## src/rtl/uart_txr_fifo.sv

```systemverilog
// UART transmitter with a valid/ready write FIFO. Frames go out back-to-back
// while words are queued; data width, parity, stop bits and baud are parameters.
module uart_txr_fifo #(
    parameter int CLKS_PER_BIT = 10,
    parameter int DATA_BITS    = 8,
    parameter int PARITY       = 0,
    parameter int STOP_BITS    = 1,
    parameter int FIFO_DEPTH   = 4
) (
    input  logic                        i_clk,
    input  logic                        i_rst,
    input  logic [DATA_BITS-1:0]        i_data,
    input  logic                        i_data_valid,
    output logic                        o_ready,
    output logic [$clog2(FIFO_DEPTH):0] o_fifo_count,
    output logic                        o_dataline,
    output logic                        o_busy,
    output logic                        o_send_complete
);
    localparam int AW = $clog2(FIFO_DEPTH);
    localparam int CW = $clog2(CLKS_PER_BIT);
    localparam int IW = 4;
    localparam logic [AW:0]   FULL_CNT  = (AW+1)'(FIFO_DEPTH);
    localparam logic [CW-1:0] BIT_LAST  = CW'(CLKS_PER_BIT - 1);
    localparam logic [IW-1:0] DATA_LAST = IW'(DATA_BITS - 1);
    localparam logic [IW-1:0] STOP_LAST = IW'(STOP_BITS - 1);

    typedef enum logic [2:0] {
        S_IDLE,
        S_START,
        S_DATA,
        S_PARITY,
        S_STOP
    } state_t;

    function automatic logic parity_bit(input logic [DATA_BITS-1:0] w);
        if (PARITY == 1) return ~(^w);
        return ^w;
    endfunction

    logic [DATA_BITS-1:0] mem_q [FIFO_DEPTH];
    logic [AW-1:0]        wr_ptr_q, rd_ptr_q;
    logic [AW:0]          count_q, count_d;
    logic                 push, pop;
    logic [DATA_BITS-1:0] head;

    state_t               state_q, state_d;
    logic [CW-1:0]        bit_cnt_q, bit_cnt_d;
    logic [IW-1:0]        idx_q, idx_d;
    logic [DATA_BITS-1:0] shift_q, shift_d;
    logic                 par_q, par_d;
    logic                 line_q, line_d;
    logic                 done_q, done_d;
    logic                 bit_end, fifo_has;

    assign o_ready  = (count_q < FULL_CNT);
    assign push     = i_data_valid & o_ready;
    assign head     = mem_q[rd_ptr_q];
    assign fifo_has = (count_q != '0);
    assign bit_end  = (bit_cnt_q == BIT_LAST);

    always_comb begin
        count_d = count_q;
        if (push && !pop)
            count_d = count_q + 1'b1;
        else if (!push && pop)
            count_d = count_q - 1'b1;
    end

    always_ff @(posedge i_clk or posedge i_rst) begin
        if (i_rst) begin
            wr_ptr_q <= '0;
            rd_ptr_q <= '0;
            count_q  <= '0;
        end else begin
            if (push) wr_ptr_q <= wr_ptr_q + 1'b1;
            if (pop)  rd_ptr_q <= rd_ptr_q + 1'b1;
            count_q <= count_d;
        end
    end

    always_ff @(posedge i_clk) begin
        if (push) mem_q[wr_ptr_q] <= i_data;
    end

    // A pop happens from IDLE or on the last stop-bit cycle, so the next
    // start bit follows the previous stop bit with no idle gap.
    always_comb begin
        state_d   = state_q;
        bit_cnt_d = bit_cnt_q;
        idx_d     = idx_q;
        shift_d   = shift_q;
        par_d     = par_q;
        done_d    = 1'b0;
        pop       = 1'b0;

        if (state_q != S_IDLE)
            bit_cnt_d = bit_end ? '0 : bit_cnt_q + 1'b1;

        case (state_q)
            S_IDLE: begin
                if (fifo_has) begin
                    pop     = 1'b1;
                    state_d = S_START;
                end
            end
            S_START: begin
                if (bit_end) begin
                    state_d = S_DATA;
                    idx_d   = '0;
                end
            end
            S_DATA: begin
                if (bit_end) begin
                    shift_d = shift_q >> 1;
                    if (idx_q == DATA_LAST) begin
                        idx_d   = '0;
                        state_d = (PARITY != 0) ? S_PARITY : S_STOP;
                    end else begin
                        idx_d = idx_q + 1'b1;
                    end
                end
            end
            S_PARITY: begin
                if (bit_end) begin
                    state_d = S_STOP;
                    idx_d   = '0;
                end
            end
            S_STOP: begin
                if (bit_end) begin
                    if (idx_q == STOP_LAST) begin
                        done_d = 1'b1;
                        if (fifo_has) begin
                            pop     = 1'b1;
                            state_d = S_START;
                        end else begin
                            state_d = S_IDLE;
                        end
                    end else begin
                        idx_d = idx_q + 1'b1;
                    end
                end
            end
            default: state_d = S_IDLE;
        endcase

        if (pop) begin
            shift_d = head;
            par_d   = parity_bit(head);
        end

        // The line is registered from the next state so the pin never glitches.
        case (state_d)
            S_START:  line_d = 1'b0;
            S_DATA:   line_d = shift_d[0];
            S_PARITY: line_d = par_d;
            default:  line_d = 1'b1;
        endcase
    end

    always_ff @(posedge i_clk or posedge i_rst) begin
        if (i_rst) begin
            state_q   <= S_IDLE;
            bit_cnt_q <= '0;
            idx_q     <= '0;
            line_q    <= 1'b1;
            done_q    <= 1'b0;
        end else begin
            state_q   <= state_d;
            bit_cnt_q <= bit_cnt_d;
            idx_q     <= idx_d;
            line_q    <= line_d;
            done_q    <= done_d;
        end
    end

    always_ff @(posedge i_clk) begin
        shift_q <= shift_d;
        par_q   <= par_d;
    end

    assign o_dataline      = line_q;
    assign o_busy          = (state_q != S_IDLE);
    assign o_send_complete = done_q;
    assign o_fifo_count    = count_q;

endmodule

```

## config.mk

```make
export PLATFORM = sky130hd
export DESIGN_NAME = uart_txr_fifo
export DESIGN_NICKNAME = d
export VERILOG_FILES = /design/src/rtl/uart_txr_fifo.sv
export SDC_FILE = /design/constraint.sdc
export NUM_CORES = 1
export LEC_CHECK = 0
export CAP_MARGIN = 40
export CORE_MARGIN = 3
export CORE_UTILIZATION = 35
export CTS_CLUSTER_DIAMETER = 60
export DETAILED_ROUTE_END_ITERATION = 8
export PLACE_DENSITY = 0.56
export SKIP_CTS_REPAIR_TIMING = 1
export SLEW_MARGIN = 20
export SYNTH_ARGS = -nofsm -noshare
export SYNTH_HDL_FRONTEND = slang
export SYNTH_SLANG_ARGS = --single-unit
export TNS_END_PERCENT = 20
```

## constraint.sdc

```tcl
create_clock -name i_clk -period 2.4 [get_ports i_clk]
set_input_delay 0.24 -clock i_clk [delete_from_list [all_inputs] [get_ports i_clk]]
set_output_delay 0.24 -clock i_clk [all_outputs]
set_load 0.02 [all_outputs]
```

== Word-level counts from Yosys, hierarchy flattened ==
Memory sizes are Yosys's and may differ from the RTL's.
Index checks and enable logic that the tools add are counted.
Widths: inputs -> output; s select.

* Register bits: 29
* Memory bits (writable): 32
* Bits of input ports: 11
* Word-level logic and storage cells: 81
* Memories kept: 1

* Add/subtract/negate cells: 6
* Order comparisons: 1
* Equality and inequality tests: 13
* Multiplexer cells: 32
* Bitwise operators: 1
* Reductions and logical operators: 16

{| class="wikitable"
|+ Memories
! name !! words !! width !! read ports !! clocked after Yosys merged registers in !! wr ports !! line !! source
|-
| mem_q || 4 || 8 || 1 || 0 || 1 || 41 || <nowiki>logic [DATA_BITS-1:0] mem_q [FIFO_DEPTH];</nowiki>
|}

{| class="wikitable"
|+ Operator list
! kind !! number
|-
| $mux 3 || 9
|-
| $mux 4 || 6
|-
| $mux 8 || 3
|-
| $pmux 3 s5 || 1
|-
| $eq 3x2->1 const B || 4
|-
| $pmux 4 s3 || 1
|-
| $mux 1 || 10
|-
| $reduce_bool 3->1 || 3
|-
| $add 4x1->4 const B || 2
|-
| $reduce_xor 8->1 || 1
|-
| $eq 3x1->1 const B || 2
|-
| $ne 2x2->1 const B || 3
|-
| $reduce_bool 2->1 || 3
|-
| $reduce_and 5->1 || 1
|-
| $add 2x1->2 const B || 2
|-
| $eq 4x3->1 const B || 1
|-
| $eq 4x4->1 const B || 1
|-
| $logic_not 4->1 || 1
|-
| $add 3x1->3 const B || 1
|-
| $eq 3x3->1 const B || 1
|-
| $logic_not 3->1 || 1
|-
| $lt 3x3->1 const B || 1
|-
| $pmux 1 s3 || 1
|-
| $sub 3x1->3 const B || 1
|-
| other kinds (7) || 9
|}

== Logic depth before layout (Yosys ltp) ==
Gate-level depths: netlist of the first run.

* Depth in word-level cells: 8
* Mapped depth: 12
* Depth with buffers taken out: 11

== Least setup slack after synthesis of the first run ==
No wires, ideal clock.

* Path type: register -> register
* Start point: register bit_cnt_q[1]
* End point: register count_q[1], in the netlist o_fifo_count[1]
* Setup time: 125 ps
* Arrival time: 2273 ps
* Setup slack: 2 ps
* Cell stages (with the launch flop): 10
* Buffers on the path: 1
* Clock period less this slack: 2398 ps
* Cells stage by stage: dfrtp_1 and4bb_2 nand3_1 a21oi_2 buf_2 inv_2 ha_1 inv_1 fa_1 mux2_2

* Longest elaborated chain between the ends: 6
* Elaborated cells on any way between the ends: 8
* Classes of those cells: eq/ne: 1; mux: 3; reduce/logical: 4

{| class="wikitable"
|+ Ends and longest elaborated chain
! item !! line !! source
|-
| start: declaration || 48 || <nowiki>logic [CW-1:0] bit_cnt_q, bit_cnt_d;</nowiki>
|-
| start signal: assignment || 171 || <nowiki>bit_cnt_q <= bit_cnt_d;</nowiki>
|-
| $eq 4x4->1 || 60 || <nowiki>assign bit_end = (bit_cnt_q == BIT_LAST);</nowiki>
|-
| $mux 1 || 131 || <nowiki>if (bit_end) begin</nowiki>
|-
| $pmux 1 s2 || 100 || <nowiki>case (state_q)</nowiki>
|-
| $logic_not 1->1 || 64 || <nowiki>if (push && !pop)</nowiki>
|-
| $logic_and 1x1->1 || 64 ||
|-
| $mux 3 || 64 ||
|-
| net count_d[1] || 43 || <nowiki>logic [AW:0] count_q, count_d;</nowiki>
|-
| end signal: assignment || 78 || <nowiki>count_q <= count_d;</nowiki>
|-
| end: declaration || 43 ||
|}

The timed path passes the listed nets, and every way through them passes these cells.
A chain may end at the register's enable or synchronous reset.

== Worst setup path after layout of the first run ==
Ends and elaborated chain as after synthesis.

==> results.tsv, run 1 <==
metric	value	unit
die_y	93.7	um
antenna_found_initial	0	
pin_count	18	
fin_util	43.2	%
clk_path_buf_depth	2	
placement_rows	31	
placed_cell_area	2990	sq um
tns	0	ps
dieArea	8770	sq um
rrSetupSlack	150	ps
h-tree-depth	3	
fmax	445	MHz
synthFlopType	edfxtp_1	
grt_util_all_layers	11.6	%
slew_viol_final	0	
dr_total_vias	1484	
use_met2	17.5	%
io_buffers	17	
avgSynthCellArea	14.5	sq um
ys_seq_area_share	63.7	%
grt_overflow	0	
area_delta_synth_final	18.4	%
hold_viol_final	0	
netlist_area	2690	sq um
end_kind	register	
fin_nets	232	
ant_nets	0	
tightest_slew	562	ps
fin_cells	316	
grt_pass1_wl	7.56	mm
met3_usage	3.61	%
synth_cells	185	
ys_ff_latch	61	
required	2610	ps
final_cell_mix	39 x edfxtp_1, 19 x dfrtp_1, 17 x clkdlybuf4s50_1, 12 x xnor2_1, 11 x inv_1	
final_common_cell	edfxtp_1	
fin_crit	2250	ps
viasPerCell	4.70	
slowest_delay	420	ps
core-area	7370	sq um
power.density	1210	nW/um^2
cts_root_buffer	clkbuf_8	
grt_setup_unrepaired	no	
grt_pass1_vias	1502	
top_usage_layer	met2	
drtPass1Iterations	4	
initial_utilization	36.5	%
grt_max_degree	21	
drv_cap	0	
routedWlPerCell	13.7	um
yosysWarnings	0	
cp_num_cells	8	
grtUsageMet1	15.1	%
numCtsBuffers	9	
placed_cells	300	
layout-drive-gt1-share	16.6	%
p_leak	1.18	nW
die_w	93.7	um
cp_num_buf_inv	2	
cp.arrival	2460	ps
worstPathMaxFanout	7	
async_reset_ff_share	32.8	%
cts_tree	built	
peakVddDrop	430	uV
drt-total-wl	4.31	mm
cp_top_family	adder cells	
diodes	0	
setup_viol	0	
timing.final.crit_share	93.7	%
reg2reg_depth	8	
clk-insertion-delay-late	330	ps
status	completed	
dpl.hpwl	3.04	mm
drc	0	
design_area	3180	sq um
relSlewSlack	62.2	%
cp_slowest_cell	dfrtp_1	
drt_iter0_markers	48	
gp_routability_congestion	0.795	
clkTransAtPathRegs	60	ps
synth-edff-count	39	
hold_class	input pin to async pin	
skew	4.93	ps
crit_chain	and4bb_2 > nand3_1 > a21oi_2 > inv_2 > ha_1 > inv_1 > fa_1 > mux2_2	
yosysUniqueCellTypes	45	
start_kind	register	
syn_nets	204	
numClockSinks	61	
critical_path_class	register to register	
[logic make-up after synthesis]
family                   after synthesis  synth area share, %
flip-flops                            61                 63.7
AO/OA/AOI/OAI                         27                 7.12
buffers and inverters                 19                 3.07
AND/OR/NAND/NOR                       43                 8.89
adder cells (fa/ha/maj)                8                 4.00
XOR/XNOR                              15                 4.89
multiplexers                          12                 8.33
[layout make-up]
cell class	count	area, sq um
Fill cell	703	4190
Sequential cell	61	1710
Multi-Input combinational cell	105	893
Timing Repair Buffer	24	230
Clock buffer	9	124
Tap cell	99	124
Clock inverter	6	55.1
Inverter	12	45.0
[metrics by stage]
step	hold WS (ps)	worst slack [ps]	total power, mW
2_1_floorplan	203	2.37	2.67
3_3_place_gp	480	206	3.03
3_5_place_dp	482	188	3.05
4_1_cts	376	143	3.91
5_1_grt	96.1	23.1	4.14
6_report	83.4	152	3.84
[per-layer routing]
metal	wire (um)	part of all wire, %	up-vias
met2	2050	48	21
met4	73	1.7	0
met3	148	3.4	7
li1	-	-	733
met1	2040	47	723
met5	0	0	-
[synth_stat cells (3+ instances only)]
cell,number,area share (%)
nand2b_1,3,0.70
o21ai_0,3,0.56
and2_1,5,1.2
a22o_1,6,2.0
mux4_2,8,6.7
clkbuf_1,3,0.42
xor2_1,3,0.98
dfrtp_1,19,18
inv_1,11,1.5
edfxtp_1,39,44
xnor2_1,12,3.9
ha_1,7,3.3
o21ai_1,7,1.3
nor3_1,3,0.56
nand2_1,8,1.1
nor2b_1,3,0.70
nand3_1,3,0.56
nor2_1,10,1.4
[power breakdown]
part	internal [mW]	switching [mW]
logic	0.720	0.684
clock network	0.462	0.374
registers	1.41	0.185
[sequential cells by signal, indices dropped and copies added (netlist names)]
| register | flops |
|---|---|
| mem_q | 32 |
| shift_q | 8 |
| bit_cnt_q | 4 |
| idx_q | 4 |
| o_fifo_count | 3 |
| state_q | 3 |
| rd_ptr_q | 2 |
| wr_ptr_q | 2 |
| o_dataline | 1 |
| o_send_complete | 1 |
| par_q | 1 |
[final timing paths]
kind                                          start                           to
setup / recovery           bit_cnt_q[1]$_DFFE_PP0P_  o_fifo_count[1]$_DFFE_PP0P_
hold / removal                                i_rst  o_fifo_count[2]$_DFFE_PP0P_
setup reg to reg           bit_cnt_q[1]$_DFFE_PP0P_  o_fifo_count[1]$_DFFE_PP0P_
hold reg to reg                       par_q$_DFF_P_                par_q$_DFF_P_
max in group asynchronous                     i_rst         o_dataline$_DFF_PP1_
min in group i_clk                    par_q$_DFF_P_                par_q$_DFF_P_
(Power assumes the default switching activity.)
==> run 2: changes to the inputs <==
Settings changed: CTS_CLUSTER_DIAMETER 60 to 150, HOLD_SLACK_MARGIN set to 0.1, TNS_END_PERCENT 20 to not set.
==> results.tsv, run 2 (same netlist as run 1, synthesis figures left out) <==
metric	value	unit	change
worstPathMaxFanout	7		unchanged
hold_viol_final	0		unchanged
top_register	mem_q		
h-tree-depth	3		unchanged
numClockSinks	61		unchanged
clk-insertion-delay-late	330	ps	about the same
clk_path_buf_depth	2		unchanged
drv_cap	0		unchanged
top_layer_used	met4		
min_path_cells	2		
ant_nets	0		unchanged
p_leak	1.19	nW	+0.35%
min_from	par_q$_DFF_P_		
power.density	1200	nW/um^2	-0.25%
fmax	445	MHz	about the same
grt_util_all_layers	11.6	%	unchanged
cp_slowest_cell	dfrtp_1		
slew_viol_final	0		unchanged
cp.arrival	2460	ps	about the same
crit_chain	and4bb_2 > nand3_1 > a21oi_2 > inv_2 > ha_1 > inv_1 > fa_1 > mux2_2		
largest_register_ffs	32		unchanged
status	completed		
r2r-start	bit_cnt_q[1]$_DFFE_PP0P_		
drt-total-wl	4.32	mm	+0.19%
drc	0		unchanged
rrSetupSlack	150	ps	about the same
relSlewSlack	62.2	%	unchanged
final_cell_mix	39 x edfxtp_1, 19 x dfrtp_1, 17 x clkdlybuf4s50_1, 12 x xnor2_1, 11 x inv_1		
die_w	93.7	um	unchanged
layout_setup_ws	151	ps	-0.203 ps
grt_setup_unrepaired	no		
grt_overflow	0		unchanged
skew	4.92	ps	-0.00874 ps
die_y	93.7	um	unchanged
area_delta_synth_final	18.8	%	
hold_end	par_q$_DFF_P_		
numCtsBuffers	9		unchanged
peakVddDrop	432	uV	+0.51%
seqCellArea	1710	sq um	unchanged
largestRegisters	mem_q (32), shift_q (8)		
timing.final.crit_share	93.7	%	about the same
grt_pass1_wl	7.56	mm	unchanged
routed-wl-met3	148	um	unchanged
cts_root_buffer	clkbuf_8		
final_common_cell	edfxtp_1		
required	2610	ps	about the same
critical_path_class	register to register		
drt_iter0_markers	59		+23%
met1_length	2.04	mm	unchanged
routedWlPerCell	13.6	um	-0.13%
antenna_found_initial	0		unchanged
layout-drive-gt1-share	16.5	%	-0.076 points
fin_crit	2250	ps	+0.203 ps
diodes	0		unchanged
dpl.hpwl	3.04	mm	unchanged
cts_tree	built		
start_kind	register		
slowest_delay	420	ps	about the same
io_buffers	17		unchanged
preCtsSetupSlack	188	ps	unchanged
viasPerCell	4.69		about the same
clkTransAtPathRegs	60	ps	about the same
tns	0	ps	unchanged
grt_max_degree	21		unchanged
grt_pass1_vias	1502		unchanged
drtPass1Iterations	4		unchanged
gp_routability_congestion	0.795		unchanged
end_kind	register		
multi_input_area	893	sq um	unchanged
setup_viol	0		unchanged
placement_rows	31		unchanged
initial_utilization	36.5	%	unchanged
placed_cell_area	2990	sq um	unchanged
rr_endpoint	o_fifo_count[1]$_DFFE_PP0P_		
fin_nets	233		+0.43%
dr_total_vias	1488		+0.27%
routed-wl-met2	2.06	mm	+0.34%
design_area	3190	sq um	+0.31%
fill_cells	704		+0.14%
reg2reg_depth	8		unchanged
core-area	7370	sq um	unchanged
pin_count	18		unchanged
hold_class	register to register		
dieArea	8770	sq um	unchanged
tightest_slew	562	ps	unchanged
## run 2: metrics by stage
stage / hold WS (ps) / utilization [%] / std cells / power (mW)
floorplan: 203 / - / 185 / 2.67
global placement: 480 / 40.6 / 300 / 3.03
detailed placement: 482 / 40.6 / 300 / 3.05
CTS: 376 / 43.0 / 315 / 3.91
global route: 527 / 43.3 / 317 / 4.14
finish: 486 / 43.3 / 317 / 3.84
## run 2: worst max-delay path by stage
stage | start | slack (ps) | to
final | bit_cnt_q[1]$_DFFE_PP0P_ | 150 | o_fifo_count[1]$_DFFE_PP0P_
after global routing | bit_cnt_q[1]$_DFFE_PP0P_ | 20 | o_fifo_count[1]$_DFFE_PP0P_
after CTS | bit_cnt_q[1]$_DFFE_PP0P_ | 140 | o_fifo_count[1]$_DFFE_PP0P_
after detailed placement | bit_cnt_q[1]$_DFFE_PP0P_ | 190 | o_fifo_count[1]$_DFFE_PP0P_
after global placement | bit_cnt_q[1]$_DFFE_PP0P_ | 210 | o_fifo_count[1]$_DFFE_PP0P_
after floorplan | bit_cnt_q[1]$_DFFE_PP0P_ | 2 | o_fifo_count[1]$_DFFE_PP0P_
## run 2: layout make-up
class                      instances  area share (%)
sequential                        61            53.6
inverter                          12            1.41
multi-input combinational        105            28.0
clock inverter                     6            1.72
clock buffer                       9            3.88
timing repair buffer              25            7.52
tap                               99            3.88
## run 2: per-layer routing
metal / vias to the layer above / track usage, %
li1: 735 / -
met1: 725 / 15.1
met2: 21 / 17.5
met3: 7 / 3.61
met4: 0 / 5.78
met5: - / 0
## run 2: critical path, delay by kind of cell (launching register included)
family / cells / cell delay, ps
buffers and inverters: 2 / 120
DFF: 1 / 420
adders and majority gates: 2 / 600
and+or+nand+nor: 2 / 530
AOI/OAI and AO/OA: 1 / 190
muxes: 1 / 260
## run 2: power breakdown
part / switching [mW] / total [mW] / internal (mW) / leakage, nW
combinational: 0.685 / 1.41 / 0.721 / 0.478
clock: 0.374 / 0.836 / 0.462 / 0.0899
sequential: 0.185 / 1.60 / 1.41 / 0.621
total: 1.24 / 3.84 / 2.60 / 1.19
==> run 3: changes to the inputs <==
Settings changed: CTS_CLUSTER_DIAMETER 150 to not set, DONT_BUFFER_PORTS set to 1, PLACE_DENSITY 0.56 to 0.53, TNS_END_PERCENT set to 5.
==> results.tsv, run 3 (same netlist as run 1, synthesis figures left out) <==
metric	value	unit	change
status	completed		
fin_crit	2290	ps	+42.2 ps
placed_cell_area	2830	sq um	-5.4%
internal_power	2.66	mW	+2.4%
grt_pass1_vias	1603		+6.7%
crit_end	o_fifo_count[1]$_DFFE_PP0P_		
diodes	0		unchanged
timing.final.crit_share	95.4	%	+1.8 points
clk_path_buf_depth	2		unchanged
slew_viol_final	0		unchanged
final_common_cell	edfxtp_1		
swShare	32.4	%	+0.034 points
core-area	7370	sq um	unchanged
slowest_delay	440	ps	+20 ps
holdWs	292	ps	-194 ps
tns	0	ps	unchanged
seqPwrFrac	40.7	%	-0.9 points
die_w	93.7	um	unchanged
hold_class	input pin to async pin		
cts_tree	built		
worstPathMaxFanout	6		-1
dpl.hpwl	3.31	mm	+9.0%
dieArea	8770	sq um	unchanged
critPathLaunch	bit_cnt_q[1]$_DFFE_PP0P_		
p_leak	1.18	nW	-0.60%
skew	6.35	ps	+1.42 ps
io_buffers	0		-17
design_area	3160	sq um	-0.98%
top_register	mem_q		
drtPass1Iterations	4		unchanged
comb_power_share	35.2	%	-1.4 points
clk-insertion-delay-late	330	ps	about the same
cts_root_buffer	clkbuf_8		
cp.arrival	2500	ps	+40 ps
peakVddDrop	478	uV	+11%
end_kind	register		
start_kind	register		
rr_endpoint	o_fifo_count[1]$_DFFE_PP0P_		
cp_num_buf_inv	2		unchanged
ant_nets	0		unchanged
clkTransAtPathRegs	60	ps	about the same
dr_total_vias	1519		+2.1%
grt_pass1_wl	7.78	mm	+2.9%
crit_chain	and4bb_4 > nand3_1 > a21oi_2 > inv_2 > ha_1 > inv_1 > fa_1 > mux2_2		
pwr-share-clk	24.0	%	+2.2 points
largestRegisters	mem_q (32), shift_q (8)		
drt-total-wl	4.74	mm	+9.6%
required	2610	ps	about the same
cp_top_family	adder cells		
fin_util	42.9	%	-0.42 points
drc	0		unchanged
drv_cap	0		unchanged
fin_nets	226		-3.0%
die_y	93.7	um	unchanged
drt_iter0_markers	54		-8.5%
rrSetupSlack	110	ps	-40 ps
grt_max_degree	21		unchanged
layout-drive-gt1-share	18.5	%	+2.0 points
fmax	437	MHz	-1.8%
pin_count	18		unchanged
tightest_slew	638	ps	+75.4 ps
h-tree-depth	3		unchanged
cp_num_cells	8		unchanged
relSlewSlack	57.1	%	-5.1 points
numCtsBuffers	9		unchanged
power.density	1240	nW/um^2	+3.4%
largest_register_ffs	32		unchanged
initial_utilization	36.5	%	unchanged
cp_slowest_cell	dfrtp_1		
setup_viol	0		unchanged
placement_rows	31		unchanged
gp_routability_congestion	0.873		+9.8%
r2r-start	bit_cnt_q[1]$_DFFE_PP0P_		
grt_overflow	0		unchanged
grt_util_all_layers	12.1	%	+0.49 points
routedWlPerCell	15.3	um	+12%
area_delta_synth_final	17.6	%	
switchingPower	1.28	mW	+2.5%
viasPerCell	4.90		+4.4%
reg2reg_depth	8		unchanged
numClockSinks	61		unchanged
final_cell_mix	39 x edfxtp_1, 19 x dfrtp_1, 12 x xnor2_1, 11 x inv_1		
antenna_found_initial	0		unchanged
critical_path_class	register to register		
hold_viol_final	0		unchanged
total_power	3.93	mW	+2.4%
run 3: per-layer routing:
layer / vias up / track usage (%) / part of all wire, % / routed length, um
met4: 0 / 4.33 / 1.2 / 59
met2: 26 / 20.3 / 51 / 2420
met3: 5 / 4.81 / 4.3 / 203
li1: 713 / - / - / -
met1: 775 / 13.9 / 43 / 2050
met5: - / 0 / 0 / 0
run 3: worst min-delay path by stage:
stage | slack [ps] | end | from
6_report | 290 | wr_ptr_q[0]$_DFFE_PP0P_ | i_rst
5_1_grt | 310 | rd_ptr_q[1]$_DFFE_PP0N_ | i_rst
4_1_cts | -40 | state_q[2]$_DFF_PP0_ | i_rst
3_5_place_dp | 320 | o_fifo_count[2]$_DFFE_PP0P_ | i_rst
3_3_place_gp | 300 | o_fifo_count[2]$_DFFE_PP0P_ | i_rst
2_1_floorplan | 200 | bit_cnt_q[0]$_DFFE_PP0P_ | i_rst
run 3: layout make-up:
class,instances,area (sq um)
clock buffer,10,128
multi-input combinational,105,900
fill,681,4210
clock inverter,5,76.3
sequential,61,1710
timing repair buffer,18,178
inverter,12,45.0
tap,99,124
run 3: per-stage QoR:
step	setup slack, ps	std cells
6_report	109	310
5_1_grt	-16.9	310
4_1_cts	72.7	299
3_5_place_dp	94.6	284
3_3_place_gp	153	284
2_1_floorplan	2.37	185
run 3: power groups by stage:
stage,logic [mW],clock network (mW),registers [mW]
5_1_grt,1.53,1.03,1.64
2_1_floorplan,1.08,0,1.59
3_5_place_dp,1.37,0,1.62
6_report,1.39,0.945,1.60
3_3_place_gp,1.32,0,1.60
4_1_cts,1.38,0.974,1.60
